### src/rtl/imem_loader.sv
// Boot loader: frames a byte stream into header, payload and checksum,
// writes payload words to instruction memory and releases the core.
module imem_loader #(
    parameter int unsigned DEPTH     = 128,
    parameter logic [31:0] BASE_ADDR = 32'h0000_0000
) (
    input  logic        CLK,
    input  logic        RESET,
    input  logic [7:0]  RX_DATA,
    input  logic        RX_VALID,
    output logic        RX_READY,
    output logic        IMEM_WE,
    output logic [31:0] IMEM_ADDR,
    output logic [31:0] IMEM_WDATA,
    output logic        CORE_RESET,
    output logic        LOAD_DONE,
    output logic        LOAD_ERROR,
    output logic [31:0] WORDS_LOADED
);

    typedef enum logic [2:0] {
        S_HDR,
        S_DATA,
        S_CSUM,
        S_DONE,
        S_ERR
    } state_t;

    state_t      state_q;
    state_t      state_d;
    logic [1:0]  idx_q;
    logic [23:0] asm_q;
    logic [31:0] csum_q;
    logic [31:0] n_q;
    logic [31:0] cnt_q;
    logic        we_q;
    logic [31:0] addr_q;
    logic [31:0] wdata_q;
    logic        done_q;
    logic        err_q;
    logic        core_rst_q;

    logic        xfer;
    logic        word_done;
    logic        hdr_bad;
    logic        last_word;
    logic [31:0] word;

    always_comb begin
        RX_READY  = 1'b0;
        state_d   = state_q;
        // The 4th byte is taken straight from the bus to finish the word.
        word      = {RX_DATA, asm_q};
        hdr_bad   = (word == 32'd0) || (word > 32'(DEPTH));
        last_word = (cnt_q + 32'd1) == n_q;

        unique case (state_q)
            S_HDR, S_DATA, S_CSUM: RX_READY = 1'b1;
            default:               RX_READY = 1'b0;
        endcase

        xfer      = RX_VALID && RX_READY;
        word_done = xfer && (idx_q == 2'd3);

        if (word_done) begin
            unique case (state_q)
                S_HDR:   state_d = hdr_bad ? S_ERR : S_DATA;
                S_DATA:  state_d = last_word ? S_CSUM : S_DATA;
                S_CSUM:  state_d = (word == csum_q) ? S_DONE : S_ERR;
                default: state_d = state_q;
            endcase
        end
    end

    always_ff @(posedge CLK) begin
        if (RESET) begin
            state_q    <= S_HDR;
            idx_q      <= 2'd0;
            asm_q      <= 24'd0;
            csum_q     <= 32'd0;
            n_q        <= 32'd0;
            cnt_q      <= 32'd0;
            we_q       <= 1'b0;
            addr_q     <= BASE_ADDR;
            wdata_q    <= 32'd0;
            done_q     <= 1'b0;
            err_q      <= 1'b0;
            core_rst_q <= 1'b1;
        end else begin
            state_q <= state_d;
            we_q    <= 1'b0;

            if (xfer) begin
                idx_q <= idx_q + 2'd1;
                case (idx_q)
                    2'd0:    asm_q[7:0]   <= RX_DATA;
                    2'd1:    asm_q[15:8]  <= RX_DATA;
                    2'd2:    asm_q[23:16] <= RX_DATA;
                    default: ;
                endcase
            end

            if (word_done && state_q == S_HDR) begin
                n_q <= word;
            end

            if (word_done && state_q == S_DATA) begin
                we_q    <= 1'b1;
                addr_q  <= BASE_ADDR + {cnt_q[29:0], 2'b00};
                wdata_q <= word;
                csum_q  <= csum_q ^ word;
                cnt_q   <= cnt_q + 32'd1;
            end

            if (state_d == S_DONE) begin
                done_q     <= 1'b1;
                core_rst_q <= 1'b0;
            end

            if (state_d == S_ERR) begin
                err_q <= 1'b1;
            end
        end
    end

    assign IMEM_WE      = we_q;
    assign IMEM_ADDR    = addr_q;
    assign IMEM_WDATA   = wdata_q;
    assign CORE_RESET   = core_rst_q;
    assign LOAD_DONE    = done_q;
    assign LOAD_ERROR   = err_q;
    assign WORDS_LOADED = cnt_q;

endmodule

### config.mk
export PLATFORM = sky130hd
export DESIGN_NAME = imem_loader
export DESIGN_NICKNAME = d
export VERILOG_FILES = /design/src/rtl/imem_loader.sv
export SDC_FILE = /design/constraint.sdc
export NUM_CORES = 1
export LEC_CHECK = 0
export ABC_AREA = 1
export CORE_MARGIN = 4
export CORE_UTILIZATION = 29
export CTS_CLUSTER_DIAMETER = 150
export DETAILED_ROUTE_END_ITERATION = 12
export GPL_TIMING_DRIVEN = 0
export RECOVER_POWER = 100
export SYNTH_ARGS = -nofsm -noshare
export SYNTH_HDL_FRONTEND = slang
export SYNTH_SLANG_ARGS = --single-unit
### constraint.sdc
create_clock -name CLK -period 2.1 [get_ports CLK]
set_input_delay 0.42 -clock CLK [delete_from_list [all_inputs] [get_ports CLK]]
set_output_delay 0.42 -clock CLK [all_outputs]
set_load 0.02 [all_outputs]
# Yosys cells after proc, flatten, opt, wreduce, memory -nomap -nowiden
# Index checks and enable logic that the tools add are counted.
# op_classes
n_eq_ne,9
muxes,7
n_reduce_logical,12
bitwise_logic,1
n_addsub,2
order_cmp,1
# ops
op,n
$eq 32x32->1,2
$add 32x1->32 const B,1
$gt 32x8->1 const B,1
$logic_not 32->1,1
$xor 32x32->32,1
$mux 3,3
$pmux 3 s3,1
$eq 3x2->1 const B,2
$reduce_and 2->1,3
$eq 2x2->1 const B,2
$logic_and 1x1->1,4
$eq 3x1->1 const B,1
$eq 3x3->1 const B,1
$logic_not 3->1,1
$reduce_or 3->1,1
$add 2x1->2 const B,1
$eq 2x1->1 const B,1
$logic_not 2->1,1
$mux 1,2
$mux 2,1
$logic_or 1x1->1,1
# word_totals
wordCells,46
out_inout_bits,101
reg_bits,191
inputBits,11

# Depth between registers and ports, before layout
# depth
ltp_word,7
ltp_mapped,21

# Least setup slack after synthesis
# Ideal clock, no wire load.
# synth_path
kind,register to register
from,register cnt_q[1] (netlist: WORDS_LOADED[1])
to,register core_rst_q (netlist: CORE_RESET)
stages_incl_launch_ff,21
path_buffers,0
path_slack_ns,-0.232
arrival_ns,2.206
cell_sequence,dfxtp_1 -> ha_1 -> nand2_2 -> nor2_4 -> nand2_2 -> nor2_4 -> nand2_1 -> nand2_1 -> nand2_1 -> nand2_1 -> nand2_1 -> nor2_1 -> nand2_1 -> nor2_1 -> nand4_1 -> nand2_1 -> nand2_1 -> nor2_1 -> nand2_1 -> nand2_1 -> nand2_1
# synth_between
elab_chain_len,6
# synth_lines
element,line_no,rtl
from (decl),35,logic [31:0] cnt_q;
from (signal assigned),112,cnt_q <= cnt_q + 32'd1;
$add 32x1->32,55,last_word = (cnt_q + 32'd1) == n_q;
$eq 32x32->1,55,
$mux 2,68,S_DATA: state_d = last_word ? S_CSUM : S_DATA;
$pmux 3 s3,66,unique case (state_q)
$mux 3,65,if (word_done) begin
$eq 3x2->1,115,if (state_d == S_DONE) begin
to (signal assigned),88,core_rst_q <= 1'b1;
to (signal assigned),117,core_rst_q <= 1'b0;
to (decl),41,logic core_rst_q;
# No other way between the ends.
# A chain may end at the register's enable or synchronous reset.

# Worst setup path in the final report
# layout_path
from,register cnt_q[14] (netlist: WORDS_LOADED[14])
to,register core_rst_q (netlist: CORE_RESET)
# The elaborated chain is that of the path after synthesis.

==> metrics.txt <==
Primary FF master, synth=dfxtp_1; post-synthesis area per instance=between 6 and 7 um^2; via density per instance=around 5; clock tree skew after final layout=0.0161 ns; deepest clock path buffer count=2; Avg WL per Cell=approximately 17 um; Via Count=9259; longest individual stage delay on the worst path=roughly 0.43 ns; critical path class=flip-flop to flip-flop; top-level I/O count=about 110; setup violators final=153; proportion of synthesized chip area in sequential cells=roughly 42%; vias in the first global route=between 8000 and 9000; weighted congestion reported at the end of routability-driven placement=around 0.90; share of the synthesized area in the top cell type=roughly 42%; highest clock frequency the design can meet=slightly below 400 MHz; worst min path class=flip-flop to flip-flop; actual transition at the worst max-transition pin=approximately 1.1 ns; crit share post-route=123%; cell depth of the worst flop-to-flop path=19; Util after Layout=a little under two fifths; Final min period=about 2.6 ns; violations in the final reports=negative setup slack; final count of pins violating max slew=0; cell mode on critical path=nand2_1; max-cap viol count=0; total overflow reported by the global router=0; Buf/Inv on CP=0; post-place setup slack=-1.16 ns; DRC violations left=0; top cells by count, synth=nand2_1, dfxtp_1, a21oi_1; Max FO, Critical Path=7; IR Drop Worst-Case VDD=0.579 mV; outcome=complete, but fails checks; Max-Slew Margin vs Limit=between 20% and 30%; number of cells on the critical path=19; post-detail-place hpwl=roughly 25000 um; share of post-route cells with drive strength above 1=roughly 9.9%; Worst R2R End=CORE_RESET; Ys Warns=0; die area=about 34000 um^2; Area contributors post-synth=dfxtp_1, nand2_1, a21oi_1; post-synthesis instance area=a little over 9000 um^2; number of hold violations in the final report=0; number of synthesized flops with an enable pin=0; initial core utilization=between 20% and 30%; Max stage delay cell, worst path=dfxtp_2; Startpoint Class=flip-flop; cell type group with the largest total delay on the critical path=simple AND/OR/NAND/NOR gates; DR pass1 iterations=6; Setup crit end=CORE_RESET; category of the worst setup path capture point=flip-flop; total power density per cell area=643 nW/um^2; Layout Nets=about 1500; total inserted antenna cells=0; Core Rows=64; Area growth syn-to-layout=27.5%; dominant cell type by area after synthesis=dfxtp_1; synthesis-stage register bit count=191; Critical R2R Launch=WORDS_LOADED[14]; Hold Path Depth=2; most repeated cell in the gate-level netlist after synthesis=nand2_1; TritonCTS clock tree=yes; origin of the worst setup path=WORDS_LOADED[14]; CTS Hold Buffers Added=0; share of flip-flops with an asynchronous set or reset=0%; static leakage power=roughly 5 nW; height of the die=185 um; all-layer global routing usage=18.9%; clk_lat worst skew=0.45 ns; critical-path cell list=nand2_1, nor2_1, nand2_1, nor2_4, nand2_1, nand2_1, nand2_1, nand2_1, nand2_1, nor2_1, nand2_1, nor2_2, nand4_1, nand2_1, nand2_1, nor2_1, nand2_1, nand2_1, nand2_1; TritonCTS Sinks=191; Reg clk slew, reported paths=~0.08 ns; initial antenna violation count=0; final worst setup slack=-0.490 ns; number of buffers added by the clock tree synthesis step=17; worst path required time=2.42 ns; core area=30700 um^2; Final Hold Slack=about 0.47 ns; iteration-0 DRC count of the detailed router=~770; number of library cell types mapped by synthesis=34; Overall Power=approximately 7.4 mW; global-route wire length before repair=roughly 50000 um; number of input and output port buffers inserted=between 100 and 150; R2R Setup Slk=-0.49 ns; htree depth=4; pin count of the biggest net entering global routing=19; clock tree root driver cell=clkbuf_16; Syn Inst Count=~1300; number of routed nets with antenna violations=0; setup repair after global routing missed its margin=yes; WL final=between 30000 and 40000 um; horizontal extent of the die=about 180 um; Arrival @ worst endpoint=~2.9 ns
==> how the worst min path moves through the flow <==
stage                    from        endpoint  slack (ns)
6_report           LOAD_ERROR      LOAD_ERROR        0.47
5_1_grt            LOAD_ERROR      LOAD_ERROR        0.49
4_1_cts               n_q[17]         n_q[17]        0.47
3_5_place_dp   IMEM_WDATA[25]  IMEM_WDATA[25]        0.46
3_3_place_gp       CORE_RESET      CORE_RESET        0.44
2_1_floorplan         n_q[17]         n_q[17]        0.44
==> final cells by class <==
class                           count  area (um^2)
Multi-Input combinational cell    895         4510
Fill cell                        3244        19100
Clock inverter                     11          105
Timing Repair Buffer              121         1180
Tap cell                          396          495
Sequential cell                   191         3850
Inverter                          163          616
Clock buffer                       20          447
Buffer                             59          342
==> cells in the final DEF (no fill, tap or decap), types with 3 or more instances in the layout <==
master	synthesis	final
nand2_1	269	264
dfxtp_1	191	174
a21oi_1	174	173
inv_1	162	160
o21ai_0	151	141
clkdlybuf4s50_1	0	106
nand3_1	90	87
nor2_1	92	81
xor2_1	33	33
clkbuf_1	45	27
nand4_1	20	20
buf_4	3	18
clkbuf_16	0	17
dfxtp_2	0	15
clkbuf_2	0	14
o21ai_1	2	11
o211ai_1	11	11
nor2_4	6	11
nor2_2	4	10
nand2_2	7	9
buf_6	0	6
nand3b_1	5	5
nand2_4	2	5
buf_2	6	4
nor3_1	5	4
ha_1	5	4
clkbuf_4	0	3
nand3_2	0	3
nor4_1	3	3
a21oi_2	3	3
inv_6	0	3
inv_8	0	3
==> metrics by stage <==
| step | area (um^2) | setup TNS (ns) | cells |
|---|---|---|---|
| 3_5_place_dp | 10700 | -130.60 | 1812 |
| 2_1_floorplan | 9080 | -0.0526 | 1308 |
| 3_3_place_gp | 10700 | -127.55 | 1812 |
| 4_1_cts | 11400 | -11.27 | 1853 |
| 5_1_grt | 11500 | -37.01 | 1856 |
| 6_report | 11500 | -11.82 | 1856 |
==> layer usage <==
layer | vias to the layer above | global-route usage, % | part of all wire, %
met5 | - | 0 | 0
met4 | 0 | 4.87 | 1.7
met3 | 35 | 2.96 | 7.0
met2 | 343 | 30.3 | 45
met1 | 4317 | 26.7 | 46
li1 | 4564 | - | -
==> cell families after synthesis <==
| family | count (synthesis) | synth area share (%) |
|---|---|---|
| and+or+nand+nor | 509 | 24.7 |
| AOI/OAI and AO/OA | 345 | 19.6 |
| buffers and inverters | 222 | 9.42 |
| DFF | 191 | 42.3 |
| xor gates and xnor gates | 34 | 3.29 |
| adders and majority gates | 5 | 0.691 |
| other | 1 | 0.0414 |
==> state kept, by name, indices dropped and copies added, names as in the netlist <==
signal,count
asm_q,24
CORE_RESET,1
LOAD_DONE,1
IMEM_ADDR,30
IMEM_WE,1
IMEM_WDATA,32
n_q,32
csum_q,32
LOAD_ERROR,1
idx_q,2
state_q,3
WORDS_LOADED,32
==> report_power, final <==
| group | internal (mW) | leakage, nW | total (mW) | switching (mW) |
|---|---|---|---|---|
| registers | 3.67 | 1.55 | 3.74 | 0.0640 |
| logic | 0.159 | 3.06 | 0.503 | 0.343 |
| clock network | 1.59 | 0.266 | 3.18 | 1.59 |
| total | 5.42 | 4.87 | 7.42 | 2.00 |
==> worst reg2reg max path, delay by kind of cell (launching register included) <==
family / cells / cell delay (ns)
simple gates: 19 / 2.02
flops: 1 / 0.43
==> timing repair <==
action,in CTS,in global routing
resized for setup,79,35
endpoints found under the setup margin,165,145
pin swaps,8,1
buffers inserted,11,4
Power figures use the tool's default switching activity.
